## src/rtl/ghost_pkg.sv

```systemverilog
// Shared ghost sprite definitions: detector FSM states, HitEdgeCode bit layout
// and default sprite size, common to the mover and the collision detector.
package ghost_pkg;

  typedef enum logic [1:0] {
    IDLE_ST,
    SCAN_ST,
    DELAY_ST,
    REPORT_ST
  } ghost_state_t;

  localparam int EDGE_LEFT   = 3;
  localparam int EDGE_TOP    = 2;
  localparam int EDGE_RIGHT  = 1;
  localparam int EDGE_BOTTOM = 0;

  localparam int DEF_OBJECT_WIDTH_X = 64;
  localparam int DEF_OBJECT_HIGHT_Y = 64;

  localparam int HIT_CNT_W = 12;

  // Increment that sticks at all-ones instead of wrapping.
  function automatic logic [HIT_CNT_W-1:0] sat_inc(input logic [HIT_CNT_W-1:0] value,
                                                   input logic                 en);
    return (en && (value != '1)) ? value + HIT_CNT_W'(1) : value;
  endfunction

endpackage

```

## src/rtl/ghost_edge_classify.sv

```systemverilog
// Maps a pixel offset inside the ghost box to the set of ghost edges it lies on.
// Corner pixels set two bits; interior pixels set none.
module ghost_edge_classify
  import ghost_pkg::*;
#(
  parameter int OBJECT_WIDTH_X = DEF_OBJECT_WIDTH_X,
  parameter int OBJECT_HIGHT_Y = DEF_OBJECT_HIGHT_Y,
  parameter int EDGE_MARGIN    = 8
) (
  input  logic signed [11:0] offX,
  input  logic signed [11:0] offY,
  output logic        [3:0]  edge_mask
);

  localparam logic signed [11:0] MARGIN_S = 12'(EDGE_MARGIN);
  localparam logic signed [11:0] RIGHT_S  = 12'(OBJECT_WIDTH_X - EDGE_MARGIN);
  localparam logic signed [11:0] BOTTOM_S = 12'(OBJECT_HIGHT_Y - EDGE_MARGIN);

  always_comb begin
    // NOTE: default every output first so no path through the block infers a latch.
    edge_mask              = '0;
    edge_mask[EDGE_LEFT]   = (offX <  MARGIN_S);
    edge_mask[EDGE_RIGHT]  = (offX >= RIGHT_S);
    edge_mask[EDGE_TOP]    = (offY <  MARGIN_S);
    edge_mask[EDGE_BOTTOM] = (offY >= BOTTOM_S);
  end

endmodule

```

## src/rtl/ghost_collision_detect.sv

```systemverilog
// Per-frame ghost/wall overlap detector: accumulates edge hits and overlap count
// over a frame, then emits one delayed collision pulse with a stable edge code.
module ghost_collision_detect
  import ghost_pkg::*;
#(
  parameter int OBJECT_WIDTH_X = DEF_OBJECT_WIDTH_X,
  parameter int OBJECT_HIGHT_Y = DEF_OBJECT_HIGHT_Y,
  parameter int EDGE_MARGIN    = 8,
  parameter int MIN_HIT_PIXELS = 4,
  parameter int REPORT_DELAY   = 4
) (
  input  logic                 clk,
  input  logic                 resetN,
  input  logic                 startOfFrame,
  input  logic [10:0]          pixelX,
  input  logic [10:0]          pixelY,
  input  logic signed [10:0]   topLeftX,
  input  logic signed [10:0]   topLeftY,
  input  logic                 ghostDR,
  input  logic                 wallDR,
  output logic                 collision,
  output logic [3:0]           HitEdgeCode,
  output logic [HIT_CNT_W-1:0] hitPixels
);

  localparam int                DLY_W    = (REPORT_DELAY > 1) ? $clog2(REPORT_DELAY) : 1;
  localparam logic [DLY_W-1:0]  DLY_LAST = DLY_W'(REPORT_DELAY - 1);
  localparam logic [HIT_CNT_W-1:0] MIN_HITS = HIT_CNT_W'(MIN_HIT_PIXELS);

  ghost_state_t          state;
  logic [DLY_W-1:0]      dly_cnt;
  logic [3:0]            acc_edge, rep_edge;
  logic [HIT_CNT_W-1:0]  acc_cnt, rep_cnt;

  logic                  overlap;
  logic signed [11:0]    off_x, off_y;
  logic [3:0]            pix_mask, hit_mask;
  logic [HIT_CNT_W-1:0]  first_cnt;

  assign overlap   = ghostDR & wallDR;
  assign off_x     = $signed({1'b0, pixelX}) - $signed({topLeftX[10], topLeftX});
  assign off_y     = $signed({1'b0, pixelY}) - $signed({topLeftY[10], topLeftY});
  assign hit_mask  = overlap ? pix_mask : 4'b0000;
  // An overlap on the startOfFrame cycle seeds the new frame's accumulators.
  assign first_cnt = HIT_CNT_W'(overlap);

  ghost_edge_classify #(
    .OBJECT_WIDTH_X (OBJECT_WIDTH_X),
    .OBJECT_HIGHT_Y (OBJECT_HIGHT_Y),
    .EDGE_MARGIN    (EDGE_MARGIN)
  ) u_classify (
    .offX      (off_x),
    .offY      (off_y),
    .edge_mask (pix_mask)
  );

  // NOTE: sequential state uses non-blocking assignments; later assignments in
  // the same clock override the default accumulate/clear below.
  always_ff @(posedge clk) begin
    if (!resetN) begin
      state       <= IDLE_ST;
      dly_cnt     <= '0;
      acc_edge    <= '0;
      acc_cnt     <= '0;
      rep_edge    <= '0;
      rep_cnt     <= '0;
      collision   <= 1'b0;
      HitEdgeCode <= '0;
      hitPixels   <= '0;
    end else begin
      collision <= 1'b0;
      if (state != IDLE_ST) begin
        acc_edge <= acc_edge | hit_mask;
        acc_cnt  <= sat_inc(acc_cnt, overlap);
      end

      case (state)
        IDLE_ST: begin
          if (startOfFrame) begin
            acc_edge <= hit_mask;
            acc_cnt  <= first_cnt;
            state    <= SCAN_ST;
          end
        end
        default: begin
          // A new frame always wins, even over a report still in flight.
          if (startOfFrame) begin
            rep_edge <= acc_edge;
            rep_cnt  <= acc_cnt;
            acc_edge <= hit_mask;
            acc_cnt  <= first_cnt;
            dly_cnt  <= '0;
            state    <= DELAY_ST;
          end else if (state == DELAY_ST) begin
            dly_cnt <= dly_cnt + DLY_W'(1);
            if (dly_cnt == DLY_LAST) state <= REPORT_ST;
          end else if (state == REPORT_ST) begin
            hitPixels <= rep_cnt;
            if (rep_cnt >= MIN_HITS) begin
              collision   <= 1'b1;
              HitEdgeCode <= rep_edge;
            end
            state <= SCAN_ST;
          end
        end
      endcase
    end
  end

endmodule

```

## config.mk

```make
export PLATFORM = sky130hd
export DESIGN_NAME = ghost_collision_detect
export DESIGN_NICKNAME = d
export VERILOG_FILES = /design/src/rtl/ghost_pkg.sv /design/src/rtl/ghost_edge_classify.sv /design/src/rtl/ghost_collision_detect.sv
export SDC_FILE = /design/constraint.sdc
export NUM_CORES = 1
export LEC_CHECK = 0
export CAP_MARGIN = 30
export CORE_ASPECT_RATIO = 1.75
export CORE_UTILIZATION = 52
export DETAILED_ROUTE_END_ITERATION = 8
export PLACE_DENSITY_LB_ADDON = 0.05
export SYNTH_ARGS = -nofsm -noshare
export SYNTH_HDL_FRONTEND = slang
export SYNTH_SLANG_ARGS = --single-unit
```

## constraint.sdc

```tcl
create_clock -name clk -period 4.3 [get_ports clk]
set_clock_uncertainty 0.2 [all_clocks]
set_input_delay 0.86 -clock clk [delete_from_list [all_inputs] [get_ports clk]]
set_output_delay 0.86 -clock clk [all_outputs]
set_load 0.02 [all_outputs]
```

# ---- Yosys cells after proc, flatten, opt, wreduce, memory -nomap -nowiden
# Index checks and enable logic that the tools add are counted.
dict set report word_totals {
  ff_bits 53
  latch_bits 0
  mem_bits_rw 0
  romBits 0
  inputBits 49
  wordCells 63
  n_memories 0
}
dict set report op_classes {
  add_sub_neg 4
  n_mul 0
  div 0
  order_cmp 5
  n_eq_ne 6
  shift 0
  n_mux 15
  bitwise_logic 7
  reduce_logical 16
}
# op count
set op_table {}
lappend op_table {{$ge A12 B7 Y1 const B} 2}
lappend op_table {{$lt A12 B5 Y1 const B} 2}
lappend op_table {{$sub A12 B11 Y12} 2}
lappend op_table {{$mux W2} 8}
lappend op_table {{$add A12 B1 Y12 const B} 1}
lappend op_table {{$ge A12 B3 Y1 const B} 1}
lappend op_table {{$mux W4} 3}
lappend op_table {{$ne A12 B12 Y1 const B} 1}
lappend op_table {{$reduce_and A2 Y1} 4}
lappend op_table {{$reduce_bool A2 Y1} 4}
lappend op_table {{$eq A2 B2 Y1 const B} 3}
lappend op_table {{$not A1 Y1} 5}
lappend op_table {{$reduce_and A5 Y1} 1}
lappend op_table {{$reduce_or A5 Y1} 1}
lappend op_table {{$mux W1} 4}
lappend op_table {{$or A4 B4 Y4} 1}
lappend op_table {{$reduce_and A4 Y1} 1}
lappend op_table {{$ne A3 B2 Y1 const B} 1}
lappend op_table {{$reduce_and A3 Y1} 1}
lappend op_table {{$reduce_bool A3 Y1} 1}
lappend op_table {{$add A2 B1 Y2 const B} 1}
lappend op_table {{$logic_not A2 Y1} 1}
lappend op_table {{$ne A2 B2 Y1 const B} 1}
lappend op_table {{$reduce_or A2 Y1} 1}
lappend op_table {{other kinds (2)} 2}

# ---- Logic depth before layout (Yosys ltp)
dict set report depth {
  word_depth 6
  ltp_mapped 11
  depth_no_buf 11
}

# ---- Hierarchy
# A second synthesis with hierarchy kept.
dict set report hier_totals {
  cells_unflattened 416
  area_unflattened_um2 3357.0
}
# module instances cells_each area_per_inst_um2 seq_area_each_um2
set by_module_without_submodules {}
lappend by_module_without_submodules {ghost_collision_detect 1 404 3274.4 1061.0}
lappend by_module_without_submodules {ghost_edge_classify 1 12 82.6 0.0}

# ---- Worst setup path after synthesis
# No wires, ideal clock.
dict set report synth_timing {
  kind {input to register}
  from {input port pixelX[0]}
  to {register acc_edge[3]}
  arrival_time_ps 3061
  required_time_ps 4041
  slack_ps 980
  cell_stages 11
  cell_sequence {inv_1 > ha_1 > inv_1 > fa_1 > a211oi_1 > o21bai_1 > a2111oi_0 > a41oi_1 > a311o_1 > nor4_1 > a221o_1}
}
dict set report synth_via {
  elab_chain_cells 6
}
# element line_no
set synth_lines {}
lappend synth_lines {{start: declaration} ghost_collision_detect.sv:15} ;# input logic [10:0] pixelX,
lappend synth_lines {{$sub A12 B11 Y12 (*)} ghost_collision_detect.sv:41} ;# assign off_x = $signed({1'b0, pixelX}) - $signed({topLeftX[10], topLeftX});
lappend synth_lines {{$lt A12 B5 Y1 (*)} ghost_edge_classify.sv:22} ;# edge_mask[EDGE_LEFT] = (offX < MARGIN_S);
lappend synth_lines {{$mux W4 (*)} ghost_collision_detect.sv:43} ;# assign hit_mask = overlap ? pix_mask : 4'b0000;
lappend synth_lines {{$or A4 B4 Y4} ghost_collision_detect.sv:73} ;# acc_edge <= acc_edge | hit_mask;
lappend synth_lines {{$mux W4} ghost_collision_detect.sv:72} ;# if (state != IDLE_ST) begin
lappend synth_lines {{$mux W4 (*)} {ghost_collision_detect.sv:79, ghost_collision_detect.sv:87}}
lappend synth_lines {{end signal: assignment} ghost_collision_detect.sv:73}
lappend synth_lines {{end signal: assignment} ghost_collision_detect.sv:80} ;# acc_edge <= hit_mask;
lappend synth_lines {{end signal: assignment} ghost_collision_detect.sv:90} ;# acc_edge <= hit_mask;
lappend synth_lines {{end: declaration} ghost_collision_detect.sv:32} ;# logic [3:0] acc_edge, rep_edge;
# Every way passes the cells marked *; elsewhere a longest branch is shown, timed or not. The select of a mux whose other input is x is not followed.
# A chain may end at the register's enable or synchronous reset.

# ---- Worst setup path after layout
dict set report layout_timing {
  from {input port topLeftX[0]}
  to {register acc_edge[3]}
}
dict set report layout_via {
  elab_chain_cells 6
}
# element line_no
set layout_lines {}
lappend layout_lines {{start: declaration} ghost_collision_detect.sv:17} ;# input logic signed [10:0] topLeftX,
lappend layout_lines {{$sub A12 B11 Y12 (*)} ghost_collision_detect.sv:41}
lappend layout_lines {{$lt A12 B5 Y1 (*)} ghost_edge_classify.sv:22}
lappend layout_lines {{$mux W4 (*)} ghost_collision_detect.sv:43}
lappend layout_lines {{$or A4 B4 Y4} ghost_collision_detect.sv:73}
lappend layout_lines {{$mux W4} ghost_collision_detect.sv:72}
lappend layout_lines {{$mux W4 (*)} {ghost_collision_detect.sv:79, ghost_collision_detect.sv:87}}
# Marked as above.

==> results.sh <==
export IMPL_yosys_area_top_type_share=0.331
export IMPL_cts_root_buffer="clkbuf_8"
export IMPL_gr_total_overflow=0
export IMPL_synth_area_leaders="dfxtp_1, ha_1, nand2_1, a21boi_0, inv_1"
export IMPL_synth_seq_cells=53
export IMPL_hpwl_um=5170
export IMPL_yosys_top_cells_count="nand2_1, dfxtp_1, a21boi_0"
export IMPL_synthDistinctLibCells=54
export IMPL_core_area_mm2=0.00593
export IMPL_endpoint_kind="flip-flop"
export IMPL_ctsResizeCount=0
export IMPL_hold_end="hitPixels[11]"
export IMPL_switching_share=0.265
export IMPL_cts_sinks=53
export IMPL_p_per_area_mw_per_mm2=251
export IMPL_fp_dieH_um=106
export IMPL_timing_fmax_ghz=0.267
export IMPL_async_flop_share=0
export IMPL_p_int_uw=743
export IMPL_synth_enable_flop_cells=0
export IMPL_vias_per_cell=5.42
export IMPL_crit_buf_inv=2
export IMPL_reg2reg_from="state[0]"
export IMPL_outcome="finished clean"
export IMPL_yosysTopAreaCell="dfxtp_1"
export IMPL_relSlewSlack=0.460
export IMPL_grtUsageMet3=0.0294
export IMPL_grt_setup_unrepaired="no"
export IMPL_syn_nets=466
export IMPL_grt_max_degree=43
export IMPL_worstSkewPairLatency_ps=300
export IMPL_setup_viol=0
export IMPL_grt_pass1_vias=2756
export IMPL_insertedDiodeCount=0
export IMPL_port_buffers=65
export IMPL_r2r_slack_ps=2040
export IMPL_post_cts_buffers=0
export IMPL_initial_core_util=0.541
export IMPL_synthFlopType="dfxtp_1"
export IMPL_worst_path_max_delay_cell="clkdlybuf4s50_1"
export IMPL_drive_gt1_frac=0.0330
export IMPL_cp_required_ps=4350
export IMPL_fillers=575
export IMPL_rows=37
export IMPL_ant_nets=0
export IMPL_clock_power_share=0.272
export IMPL_slew_viol_final=0
export IMPL_ctsHoldBuffers=0
export IMPL_r2r_end="acc_cnt[11]"
export IMPL_hold_class="flip-flop to flip-flop"
export IMPL_vias=2887
export IMPL_path_class="primary input to flip-flop"
export IMPL_cp_top_family="compound AO/OA/AOI/OAI gates"
export IMPL_dieWidth_um=61.3
export IMPL_gp_congestion=0.810
export IMPL_grtUsageTotal=0.215
export IMPL_hold_viol_final=0
export IMPL_finish_instance_area_mm2=0.00403
export IMPL_synth_warnings=0
export IMPL_syn_inst=391
export IMPL_grt_busiest_layer="met2"
export IMPL_cts_tree="built"
export IMPL_min_path_cells=2
export IMPL_timing_setup_tns_ps=0
export IMPL_io_pins=66
export IMPL_yosysMostFrequentCell="nand2_1"
export IMPL_syn_area_mm2=0.00320
export IMPL_fin_nets=530
export IMPL_synth_seq_area_share=0.331
export IMPL_cts_buffers=5
export IMPL_wirelength_um=6380
export IMPL_seqPwrFrac=0.497
export IMPL_ir_worst_vdd_mv=0.152
export IMPL_clkSlewWorstSetupHoldPaths_ps=90
export IMPL_drtIter0Drc=100
export IMPL_area_growth_synth_to_final_pct=25.7
export IMPL_critPathLaunchType="primary input"
export IMPL_placed_area_mm2=0.00394
export IMPL_netSwitchingPower_uw=267
export IMPL_holdWs_ps=265
export IMPL_reg2reg_depth=5
export IMPL_cp_max_fo=4
export IMPL_crit_arrival_ps=3790
export IMPL_synth_avg_cell_area_um2=8.19
export IMPL_comb_power_share=0.231
export IMPL_clk_path_buf_depth=2
export IMPL_antenna_found_initial=0
export IMPL_tightest_slew_ps=803
export IMPL_critPathMaxStageDelay_ps=460
export IMPL_wl_per_cell_um=12.0
export IMPL_maxCapViolations=0
export IMPL_htree_levels=2
export IMPL_p_leak_uw=0.00152
export IMPL_finalCriticalPeriod_ps=3740
export IMPL_crit_chain="clkdlybuf4s50_1 -> ha_1 -> inv_1 -> fa_1 -> a211oi_1 -> o21bai_1 -> a2111oi_0 -> a41oi_1 -> a311o_1 -> nor4_1 -> a221o_1"
export IMPL_drtPass1Iterations=4
export IMPL_grt_first_pass_wirelength_um=11000
export IMPL_met1_usage=0.203
export IMPL_drc=0
export IMPL_globalRouteMet2Util=0.433
export IMPL_finalCritPeriodShare=0.869
export IMPL_die_area_mm2=0.00649
export IMPL_hold_start="hitPixels[11]"
-- through the flow --
step                setup WS [ps]  std cells  utilization  total power [uW]
floorplan                     980        391            -               666
global placement              413        525        0.664               740
detailed placement            292        526        0.665               745
CTS                           607        533        0.679              1020
global route                  326        533        0.679              1070
finish                        561        533        0.679              1010
-- registers in the layout (all words and copies together), names as in the netlist --
| name | count |
|---|---|
| acc_cnt | 12 |
| hitPixels | 12 |
| rep_cnt | 12 |
| HitEdgeCode | 4 |
| acc_edge | 4 |
| rep_edge | 4 |
| dly_cnt | 2 |
| state | 2 |
| collision | 1 |
-- layer usage --
layer	share of wire	vias up
met3	0.017	4
met1	0.38	1332
met4	0.013	0
met5	0	-
met2	0.59	49
li1	-	1502
-- power groups by stage --
stage	Clock [uW]	Combinational [uW]	Sequential (uW)
6_report	275	233	502
5_1_grt	309	259	503
4_1_cts	282	233	502
3_5_place_dp	0	232	513
3_3_place_gp	0	227	513
2_1_floorplan	0	158	509
-- tightest hold or removal path, delay by kind of cell, from the launching register on --
family / cells / cell delay [ps]
DFF: 1 / 320
AOI/OAI and AO/OA: 1 / 60
and+or+nand+nor: 1 / 50
-- logic make-up (layout without fill, tap and decap cells) --
family | count (synthesis) | in the layout | synth area share
simple gates | 155 | 155 | 0.232
compound gates | 88 | 88 | 0.202
flops | 53 | 53 | 0.331
buf+inv | 40 | 104 | 0.0469
fa+ha+maj | 26 | 26 | 0.106
xor+xnor | 21 | 21 | 0.0574
mux | 8 | 8 | 0.0250
-- area by class of cell --
| type | instances | area (um2) | share of cell area |
|---|---|---|---|
| tap | 78 | 97.6 | 0.0242 |
| timing repair buffer | 70 | 688 | 0.171 |
| inverter | 27 | 101 | 0.0252 |
| multi-input combinational | 298 | 1990 | 0.495 |
| sequential | 53 | 1060 | 0.264 |
| clock buffer | 7 | 86.3 | 0.0214 |
-- placed cells by master (no fill, tap or decap), types with 6 or more instances in the layout --
cell type,netlist,layout
nand2_1,69,69
nand3_1,6,6
nor4_1,7,7
xnor2_1,10,10
a21oi_1,8,8
nor2_1,21,21
ha_1,24,24
a21boi_0,28,28
inv_1,27,27
dfxtp_1,53,53
nor2b_1,8,8
xor2_1,11,11
nor3_1,12,12
mux2i_1,8,8
a31oi_1,6,6
clkbuf_8,0,6
clkdlybuf4s50_1,0,65
o21ai_0,12,12
-- how the worst max path moves through the flow --
| stage | endpoint | start | cells past startpoint | slack (ps) |
|---|---|---|---|---|
| 2_1_floorplan | acc_edge[3] | pixelX[0] | 11 | 980 |
| 3_3_place_gp | acc_edge[3] | topLeftX[0] | 11 | 410 |
| 3_5_place_dp | acc_edge[3] | topLeftX[0] | 11 | 290 |
| 4_1_cts | acc_edge[3] | topLeftX[0] | 11 | 610 |
| 5_1_grt | acc_edge[3] | pixelX[0] | 12 | 330 |
| 6_report | acc_edge[3] | topLeftX[0] | 11 | 560 |
Note: power is estimated with default switching activity, not from simulation.
